File: config.mk
export PLATFORM = sky130hd
export DESIGN_NAME = ecg_frame_loader_flat
export DESIGN_NICKNAME = d
export VERILOG_FILES = /design/src/rtl/ecg_frame_loader_if.sv /design/src/rtl/ecg_frame_loader.sv /design/src/flat_wrapper.sv
export SDC_FILE = /design/constraint.sdc
export NUM_CORES = 1
export LEC_CHECK = 0
export ABC_AREA = 1
export CAP_MARGIN = 20
export CORE_ASPECT_RATIO = 1.75
export CORE_MARGIN = 2
export CORE_UTILIZATION = 40
export CTS_BUF_LIST = sky130_fd_sc_hd__clkbuf_2
export CTS_CLUSTER_SIZE = 12
export DETAILED_ROUTE_END_ITERATION = 6
export GPL_TIMING_DRIVEN = 0
export MAX_ROUTING_LAYER = met4
export PLACE_DENSITY = 0.69
export SLEW_MARGIN = 40
export SYNTH_ARGS = -nofsm -noshare
export SYNTH_HDL_FRONTEND = slang
export SYNTH_SLANG_ARGS = --single-unit
File: constraint.sdc
create_clock -name clk -period 1.5 [get_ports clk]
set_input_delay 0.375 -clock clk [delete_from_list [all_inputs] [get_ports clk]]
set_output_delay 0.375 -clock clk [all_outputs]
set_load 0.03 [all_outputs]
File: src/rtl/ecg_frame_loader_if.sv
// ecg_frame_loader_if: sample stream, sample RAM write port and accelerator handshake
interface ecg_frame_loader_if #(
   parameter int DATA_W = 16,
   parameter int ADDR_W = 11
);
   logic              s_valid;
   logic [DATA_W-1:0] s_data;
   logic              s_ready;
   logic              mem_we;
   logic [ADDR_W-1:0] mem_addr;
   logic [DATA_W-1:0] mem_wdata;
   logic              ecg_rd_done;
   logic              acc_done;
   logic [4:0]        acc_classout;
   logic              class_valid;
   logic [4:0]        class_out;
   logic              timeout_err;
   logic [15:0]       frame_cnt;
   modport master (
      input  s_valid, s_data, acc_done, acc_classout,
      output s_ready, mem_we, mem_addr, mem_wdata, ecg_rd_done,
             class_valid, class_out, timeout_err, frame_cnt
   );
   modport slave (
      output s_valid, s_data, acc_done, acc_classout,
      input  s_ready, mem_we, mem_addr, mem_wdata, ecg_rd_done,
             class_valid, class_out, timeout_err, frame_cnt
   );
endinterface

File: src/rtl/ecg_frame_loader.sv
// ecg_frame_loader: loads one ECG frame into sample RAM, starts inference, captures the class
module ecg_frame_loader #(
   parameter int DATA_W      = 16,
   parameter int NUM_SAMPLES = 1800,
   parameter int ADDR_W      = 11,
   parameter int TO_W        = 20,
   parameter int TIMEOUT_CYC = 1000000
) (
   input  logic                  clk,
   input  logic                  rst_n,
   ecg_frame_loader_if.master    bus
);
   typedef enum logic {LOAD, RUN} state_t;
   localparam logic [ADDR_W-1:0] LAST_ADDR = ADDR_W'(NUM_SAMPLES - 1);
   localparam logic [TO_W-1:0]   TO_LAST   = TO_W'(TIMEOUT_CYC - 1);
   state_t            state_q, state_d;
   logic [ADDR_W-1:0] wr_addr_q, wr_addr_d;
   logic [TO_W-1:0]   to_cnt_q, to_cnt_d;
   logic [15:0]       frame_cnt_q, frame_cnt_d;
   logic [4:0]        class_out_q, class_out_d;
   logic              acc_done_q, s_ready_q, s_ready_d, rd_done_q, rd_done_d;
   logic              class_valid_q, class_valid_d, timeout_q, timeout_d;
   logic              we, done_edge;
   assign we              = bus.s_valid & s_ready_q;
   assign done_edge       = bus.acc_done & ~acc_done_q;
   assign bus.s_ready     = s_ready_q;
   assign bus.mem_we      = we;
   assign bus.mem_addr    = wr_addr_q;
   assign bus.mem_wdata   = bus.s_data;
   assign bus.ecg_rd_done = rd_done_q;
   assign bus.class_valid = class_valid_q;
   assign bus.class_out   = class_out_q;
   assign bus.timeout_err = timeout_q;
   assign bus.frame_cnt   = frame_cnt_q;
   always_comb begin
      state_d       = state_q;
      wr_addr_d     = wr_addr_q;
      to_cnt_d      = '0;
      frame_cnt_d   = frame_cnt_q;
      class_out_d   = class_out_q;
      s_ready_d     = s_ready_q;
      rd_done_d     = rd_done_q;
      class_valid_d = 1'b0;
      timeout_d     = 1'b0;
      case (state_q)
         LOAD: begin
            s_ready_d = 1'b1;
            if (we) begin
               wr_addr_d = (wr_addr_q == LAST_ADDR) ? '0 : wr_addr_q + 1'b1;
               if (wr_addr_q == LAST_ADDR) begin
                  s_ready_d = 1'b0;
                  rd_done_d = 1'b1;
                  state_d   = RUN;
               end
            end
         end
         RUN: begin
            s_ready_d = 1'b0;
            rd_done_d = 1'b1;
            to_cnt_d  = to_cnt_q + 1'b1;
            // a done edge landing on the last timeout cycle still counts as a result
            if (done_edge || to_cnt_q == TO_LAST) begin
               class_valid_d = done_edge;
               timeout_d     = ~done_edge;
               class_out_d   = done_edge ? bus.acc_classout : class_out_q;
               frame_cnt_d   = done_edge ? frame_cnt_q + 1'b1 : frame_cnt_q;
               rd_done_d     = 1'b0;
               to_cnt_d      = '0;
               s_ready_d     = 1'b1;
               state_d       = LOAD;
            end
         end
         default: state_d = LOAD;
      endcase
   end
   always_ff @(posedge clk or negedge rst_n) begin
      if (!rst_n) begin
         state_q       <= LOAD;
         wr_addr_q     <= '0;
         to_cnt_q      <= '0;
         frame_cnt_q   <= '0;
         class_out_q   <= '0;
         acc_done_q    <= 1'b0;
         s_ready_q     <= 1'b0;
         rd_done_q     <= 1'b0;
         class_valid_q <= 1'b0;
         timeout_q     <= 1'b0;
      end else begin
         state_q       <= state_d;
         wr_addr_q     <= wr_addr_d;
         to_cnt_q      <= to_cnt_d;
         frame_cnt_q   <= frame_cnt_d;
         class_out_q   <= class_out_d;
         acc_done_q    <= bus.acc_done;
         s_ready_q     <= s_ready_d;
         rd_done_q     <= rd_done_d;
         class_valid_q <= class_valid_d;
         timeout_q     <= timeout_d;
      end
   end
endmodule

File: src/flat_wrapper.sv
// flat-port wrapper written by rule: the top's interface ports become plain ports
module ecg_frame_loader_flat 
#(
   parameter int DATA_W      = 16,
   parameter int NUM_SAMPLES = 1800,
   parameter int ADDR_W      = 11,
   parameter int TO_W        = 20,
   parameter int TIMEOUT_CYC = 1000000
)
  (clk, rst_n, bus_s_valid, bus_s_data, bus_acc_done, bus_acc_classout, bus_s_ready, bus_mem_we, bus_mem_addr, bus_mem_wdata, bus_ecg_rd_done, bus_class_valid, bus_class_out, bus_timeout_err, bus_frame_cnt);
  ecg_frame_loader_if #(.DATA_W(DATA_W), .ADDR_W(ADDR_W)) bus_i ();
  input  logic clk;
  input  logic rst_n;
  input wire logic [$bits(bus_i.s_valid)-1:0] bus_s_valid;
  input wire logic [$bits(bus_i.s_data)-1:0] bus_s_data;
  input wire logic [$bits(bus_i.acc_done)-1:0] bus_acc_done;
  input wire logic [$bits(bus_i.acc_classout)-1:0] bus_acc_classout;
  output wire logic [$bits(bus_i.s_ready)-1:0] bus_s_ready;
  output wire logic [$bits(bus_i.mem_we)-1:0] bus_mem_we;
  output wire logic [$bits(bus_i.mem_addr)-1:0] bus_mem_addr;
  output wire logic [$bits(bus_i.mem_wdata)-1:0] bus_mem_wdata;
  output wire logic [$bits(bus_i.ecg_rd_done)-1:0] bus_ecg_rd_done;
  output wire logic [$bits(bus_i.class_valid)-1:0] bus_class_valid;
  output wire logic [$bits(bus_i.class_out)-1:0] bus_class_out;
  output wire logic [$bits(bus_i.timeout_err)-1:0] bus_timeout_err;
  output wire logic [$bits(bus_i.frame_cnt)-1:0] bus_frame_cnt;
  assign bus_i.s_valid = bus_s_valid;
  assign bus_i.s_data = bus_s_data;
  assign bus_i.acc_done = bus_acc_done;
  assign bus_i.acc_classout = bus_acc_classout;
  assign bus_s_ready = bus_i.s_ready;
  assign bus_mem_we = bus_i.mem_we;
  assign bus_mem_addr = bus_i.mem_addr;
  assign bus_mem_wdata = bus_i.mem_wdata;
  assign bus_ecg_rd_done = bus_i.ecg_rd_done;
  assign bus_class_valid = bus_i.class_valid;
  assign bus_class_out = bus_i.class_out;
  assign bus_timeout_err = bus_i.timeout_err;
  assign bus_frame_cnt = bus_i.frame_cnt;
  ecg_frame_loader #(.DATA_W(DATA_W), .NUM_SAMPLES(NUM_SAMPLES), .ADDR_W(ADDR_W), .TO_W(TO_W), .TIMEOUT_CYC(TIMEOUT_CYC)) u_core (.clk(clk), .rst_n(rst_n), .bus(bus_i));
endmodule
==> flow_metrics.tcl <==
set metrics [dict create \
    outcome "complete, but fails checks" \
    violations "negative setup slack" \
    path_clk_slew_ns 0.17 \
    finalCritPeriodShare 1.04 \
    grt_pass1_wl_mm 12.3 \
    power_switching_mw 1.43 \
    die_area_sq_um 8750 \
    slew_violations 0 \
    clkPwrFrac 0.239 \
    die_y_microns 122 \
    netSwitchingFraction 0.354 \
    ys_ff_latch 58 \
    ir_drop_uv 462 \
    synth_edf_count 0 \
    ys_warn_count 0 \
    arrival_ns 2.04 \
    hp-class "in2async" \
    grt_max_degree 33 \
    core_area_sq_um 7860 \
    dpl-instance-area_sq_um 3940 \
    ant_nets 0 \
    period_needed_ns 1.56 \
    routed_wl_mm 8.21 \
    synth_top_area_cell "dfrtp_1" \
    drt_pass1_iterations 4 \
    yosysMostFrequentCell "nand2_1" \
    overflow 0 \
    clockBufferDepth 2 \
    clock-skew-final_ns 0.0323 \
    cts-root-buf "clkbuf_2" \
    drt_iter0_markers 148 \
    syn2layout_area_growth_pct 49.0 \
    finalSetupViolCount 14 \
    globalplace.congestion 0.855 \
    hold_violations 0 \
    grt_use_total 0.187 \
    synthFlopType "dfrtp_1" \
    wl_met1_mm 2.93 \
    holdWs_ns 0.269 \
    reg2reg_depth 10 \
    syn_avg_cell_area_sq_um 7.70 \
    cts_made_buffers 9 \
    ys_types 27 \
    rows 43 \
    wl_per_cell_microns 12.8 \
    layout.nets 575 \
    synth_fp_nets 443 \
    ys_top_cells_by_area "dfrtp_1, nand2_1, nor2_1" \
    synth_top_area_frac 0.454 \
    p_int_mw 2.60 \
    route.detailed.drc 0 \
    powerDensity_nw_per_um2 846 \
    ys_top_cells_by_count "nand2_1, nor2_1, dfrtp_1" \
    rsz0062_at_grt "true" \
    worstPathRequired_ns 1.98 \
    top_layer "met4" \
    crit_type "reg2reg" \
    power_leakage_nw 2.38 \
    pwr-share-comb 0.320 \
    antenna_found_initial 0 \
    htree_levels 3 \
    layoutNonFillerInstCount 641 \
    final.setup.worst_slack_ns -0.0556 \
    tritoncts "built" \
    insertion_delay_ns 0.53 \
    ys_seq_area_frac 0.454 \
    drive_above_1_share 0.343 \
    vias 3127 \
    diodes 0 \
    seqPwrFrac 0.441 \
    path_max_fanout 4 \
    ios 78 \
    tns_ns -0.351 \
    dr_wl_met3_microns 487 \
    initial_core_util 0.407 \
    maxCapViolCount 0 \
    p_total_mw 4.03 \
    grt_pass1_vias 2923 \
    fmax_mhz 643 \
    end_kind "flip-flop" \
    wl_met2_mm 4.52 \
    routed_via_density 4.88 \
    synth_cells 415 \
    maxSlewHeadroom 0.699 \
    ys_async_sr_fraction 1.00 \
    cts.sinks 58 \
    dp_hpwl_mm 5.13 \
    synth_area_sq_um 3200 \
    die_w_microns 71.6 \
    finish.instance_area_sq_um 4760 \
    portBuffers 61 \
    tightestPinTransition_ns 0.451 \
    dpl.cell_count 567 \
    crit_path_start_kind "flip-flop" \
]
[what timing repair did]
item / 4_1_cts / 5_1_grt
buffers inserted: 35 / 22
endpoints found under the hold margin: 26 / 0
setup endpoints to repair: 63 / 72
cloned: 0 / 1
gates resized for setup: 254 / 67
pin swaps: 5 / 21
hold buffers: 1 / 0
[cell families after synthesis]
family | Yosys count | synth area share
compound gates | 8 | 0.0133
xor+xnor | 24 | 0.0658
fa+ha+maj | 3 | 0.0117
buf+inv | 76 | 0.114
flops | 58 | 0.454
simple gates | 246 | 0.341
[through the flow]
stage               utilization  setup WS, ns
floorplan                     -        0.0189
global placement          0.499         -1.99
detailed placement        0.501        -0.526
CTS                       0.552        -0.102
global route              0.606        -0.114
finish                    0.606       -0.0556
[sequential cells by signal, indices dropped and copies added, names as in the netlist]
signal / cells
u_core.to_cnt_q: 20
u_core.bus.frame_cnt: 16
u_core.bus.mem_addr: 11
u_core.bus.class_out: 5
u_core.acc_done_q: 1
u_core.bus.class_valid: 1
u_core.bus.ecg_rd_done: 1
u_core.bus.s_ready: 1
u_core.bus.timeout_err: 1
u_core.state_q: 1
[final timing paths]
| path | slack, ns | start | endpoint |
|---|---|---|---|
| max | -0.06 | u_core.bus.mem_addr[1] | u_core.bus.mem_addr[8] |
| min | 0.27 | rst_n | u_core.bus.frame_cnt[9] |
| max reg2reg | -0.06 | u_core.bus.mem_addr[1] | u_core.bus.mem_addr[8] |
| min reg2reg | 0.53 | u_core.bus.class_out[0] | u_core.bus.class_out[0] |
| max in group asynchronous | 0.71 | rst_n | u_core.to_cnt_q[10] |
| min in group clk | 0.36 | bus_acc_classout[2] | u_core.bus.class_out[2] |
[routing by layer]
layer  global-route usage  vias to the layer above
li1                     -                     1518
met1                0.184                     1470
met2                0.328                      111
met3               0.0460                       28
met4                0.108                        0
met5                    -                        -
[area by class of cell]
type	count	area [sq um]
multi-input cells	281	1570
clock inverters	4	43.8
plain buffers	19	155
clock buffers	11	55.1
flip-flops and latches	58	1460
inverters	57	216
repair buffers	121	1150
fillers	662	3090
well taps	90	113
[cells in the final DEF, fill, tap and decap left out, types with 4 or more instances in the layout]
cell type        Yosys  layout
inv_1               53      50
buf_6                0      42
dfrtp_1             58      53
nand3_1             25      22
nand2_2              3      10
nand4_1              9       9
nor2_4               4      15
nor2_1              60      54
clkdlybuf4s50_1      0      21
nor2_2              16      11
nor3_1               6       4
xor2_1              18      17
clkbuf_2             0      11
nand2_1            118     109
xnor2_1              6       6
buf_4               16      69
dfrtp_2              0       5
inv_2                2       5
[power groups by stage]
stage               Clock [mW]  Sequential [mW]  Combinational [mW]
global placement             0             1.83               0.937
floorplan                    0             2.01               0.382
detailed placement           0             1.83               0.955
finish                   0.961             1.78                1.29
CTS                      0.985             1.76                1.18
global route              1.06             1.79                1.38
[worst max-delay path, cell delays in order, from the launching register on]
cell and delay, ns:
dfrtp_2 0.47, ha_4 0.18, nand2_2 0.08, nor2_4 0.11, nand2_2 0.07, nor2_4 0.15, buf_6 0.12, inv_2 0.03
o21ai_1 0.16, inv_1 0.07, nor2_1 0.08
Note: power is estimated with default switching activity, not from simulation.
==> RTL edit (same settings) <==
Reset style: synchronous (`rst_n`), changed in one clocked block.
--- a/src/rtl/ecg_frame_loader.sv
+++ b/src/rtl/ecg_frame_loader.sv
@@ -74,5 +74,5 @@
       endcase
    end
-   always_ff @(posedge clk or negedge rst_n) begin
+   always_ff @(posedge clk) begin
       if (!rst_n) begin
          state_q       <= LOAD;
Check against the original RTL: differs if rst_n is asserted again (counterexample within 4 cycles, from zero or initial values and one cycle with rst_n low); with rst_n held inactive, the same outputs for 10 cycles.
==> RTL edit against the original RTL <==
Register-to-register slack improved by 0.15 ns. Sequential cell count is the same. Wire length decreased by 18%. Worst setup slack improved by 0.070 ns. Hold slack better by 0.052 ns. Via count fell by 12%. Final area decreased by 20%. Count of clock-buffer cells in the layout is 2 lower. Synthesized area down 8.4%. Largest cell class unchanged.
Power is not compared: it rests on default switching activity, and its combinational part moved more than twofold at a synthesized area within 25%.
==> RTL edit: results (changes against the original RTL) <==
[metrics] aggregate global-route resource usage: 18.2% (-0.46 points)
[metrics] final clock skew: 0.0224 ns (-0.00987 ns)
[metrics] launching element of the worst setup path: bus_s_data[4]
[metrics] worst slack at placement: -0.646 ns (-0.120 ns)
[metrics] Synth Net Count: 429 (-3.2%)
[metrics] met1 Resource Use GR: 18.4% (-0.050 points)
[metrics] critical path's largest stage delay: 0.66 ns (+0.19 ns)
[metrics] total of fill cells in the finished design: 724 (+9.4%)
[metrics] sum of routed wire segments on met1: 2.45 mm (-16%)
[metrics] crit path DAT: 1.11 ns (-0.93 ns)
[metrics] metal3 WL: 279 um (-43%)
[metrics] worst-skew pair later-pin latency: 0.49 ns (-0.04 ns)
[metrics] status: finished, final reports clean
[metrics] met2 wire length: 3.79 mm (-16%)
[metrics] type of the most critical hold path: input port to register
[metrics] worst rel slew slack: 65.2% (-4.7 points)
[metrics] vias after detailed routing: 2748 (-12%)
[metrics] number of distinct library cells after synthesis: 32 (+19%)
[metrics] HPWL after DPL: 5.09 mm (-0.81%)
[metrics] vias in the first global route: 2542 (-13%)
[metrics] dpl cells: 547 (-3.5%)
[metrics] routed wire length: 6.69 mm (-18%)
[metrics] largest net degree at the start of global routing: 11 (-67%)
[metrics] share of final-layout standard cells stronger than drive strength 1: 30.8% (-3.5 points)
[metrics] predominant post-synthesis flop cell: sky130_fd_sc_hd__dfxtp_1
[metrics] Max stage delay cell, worst path: sky130_fd_sc_hd__clkdlybuf4s50_1
[metrics] proportion of synthesized flip-flops having asynchronous set or reset: 0% (-100 points)
[metrics] DP Area: 3640 um2 (-7.6%)
[metrics] global routing met2 resource utilization: 31.6% (-1.2 points)
[metrics] routability-driven placement congestion ratio: 0.909 (+6.4%)
[metrics] crit path to: bus_mem_wdata[4]
[metrics] setup slack after layout: 0.0143 ns (+0.0699 ns)
[metrics] Mapped Avg Cell Area: 7.30 um2 (-5.2%)
[metrics] wire length of the first global-routing pass: 10.8 mm (-12%)
[metrics] ranking of synthesized cells by instance count: sky130_fd_sc_hd__nand2_1 (86), sky130_fd_sc_hd__nor2_1 (61), sky130_fd_sc_hd__dfxtp_1 (58)
[metrics] worst reg-to-reg setup slack: 0.09 ns (+0.15 ns)
[metrics] critical path's top delay family: buffers and inverters
[metrics] number of buffers added by the clock tree synthesis step: 9 (unchanged)
[metrics] cells taking the most area after synthesis: sky130_fd_sc_hd__dfxtp_1 (40%), sky130_fd_sc_hd__nand2_1 (11%), sky130_fd_sc_hd__nor2_1 (7.8%)
[metrics] # nets final: 506 (-12%)
[metrics] multi-input logic area: 1480 um2 (-5.5%)
[metrics] Final Hold Slack: 0.321 ns (+0.0517 ns)
[metrics] Crit Path Max Fanout: 1 (-3)
-- RTL edit: kinds of logic after synthesis --
| family | synth area share (%) |
|---|---|
| AND/OR/NAND/NOR | 37.2 |
| adder cells (fa/ha/maj) | 1.28 |
| XOR/XNOR | 3.59 |
| flip-flops | 39.7 |
| buffers and inverters | 11.5 |
| AO/OA/AOI/OAI | 6.67 |
-- RTL edit: what timing repair did --
action,4_1_cts,5_1_grt
hold buffers,0,0
endpoints found under the hold margin,0,0
setup buffers,0,6
endpoints found under the setup margin,59,66
gates resized for setup,214,65
-- RTL edit: cell type report --
class                           count  area share, %
Multi-Input combinational cell    273           38.8
Sequential cell                    58           32.0
Timing Repair Buffer               66           14.5
Inverter                           48           4.72
Buffer                             22           4.42
Tap cell                           86           2.82
Clock inverter                      7           1.57
Clock buffer                        9           1.18
-- RTL edit: power breakdown --
group	internal [mW]	switching [mW]
clock	0.365	0.586
combinational	0.106	0.120
sequential	1.53	0.00663
total	2.00	0.713
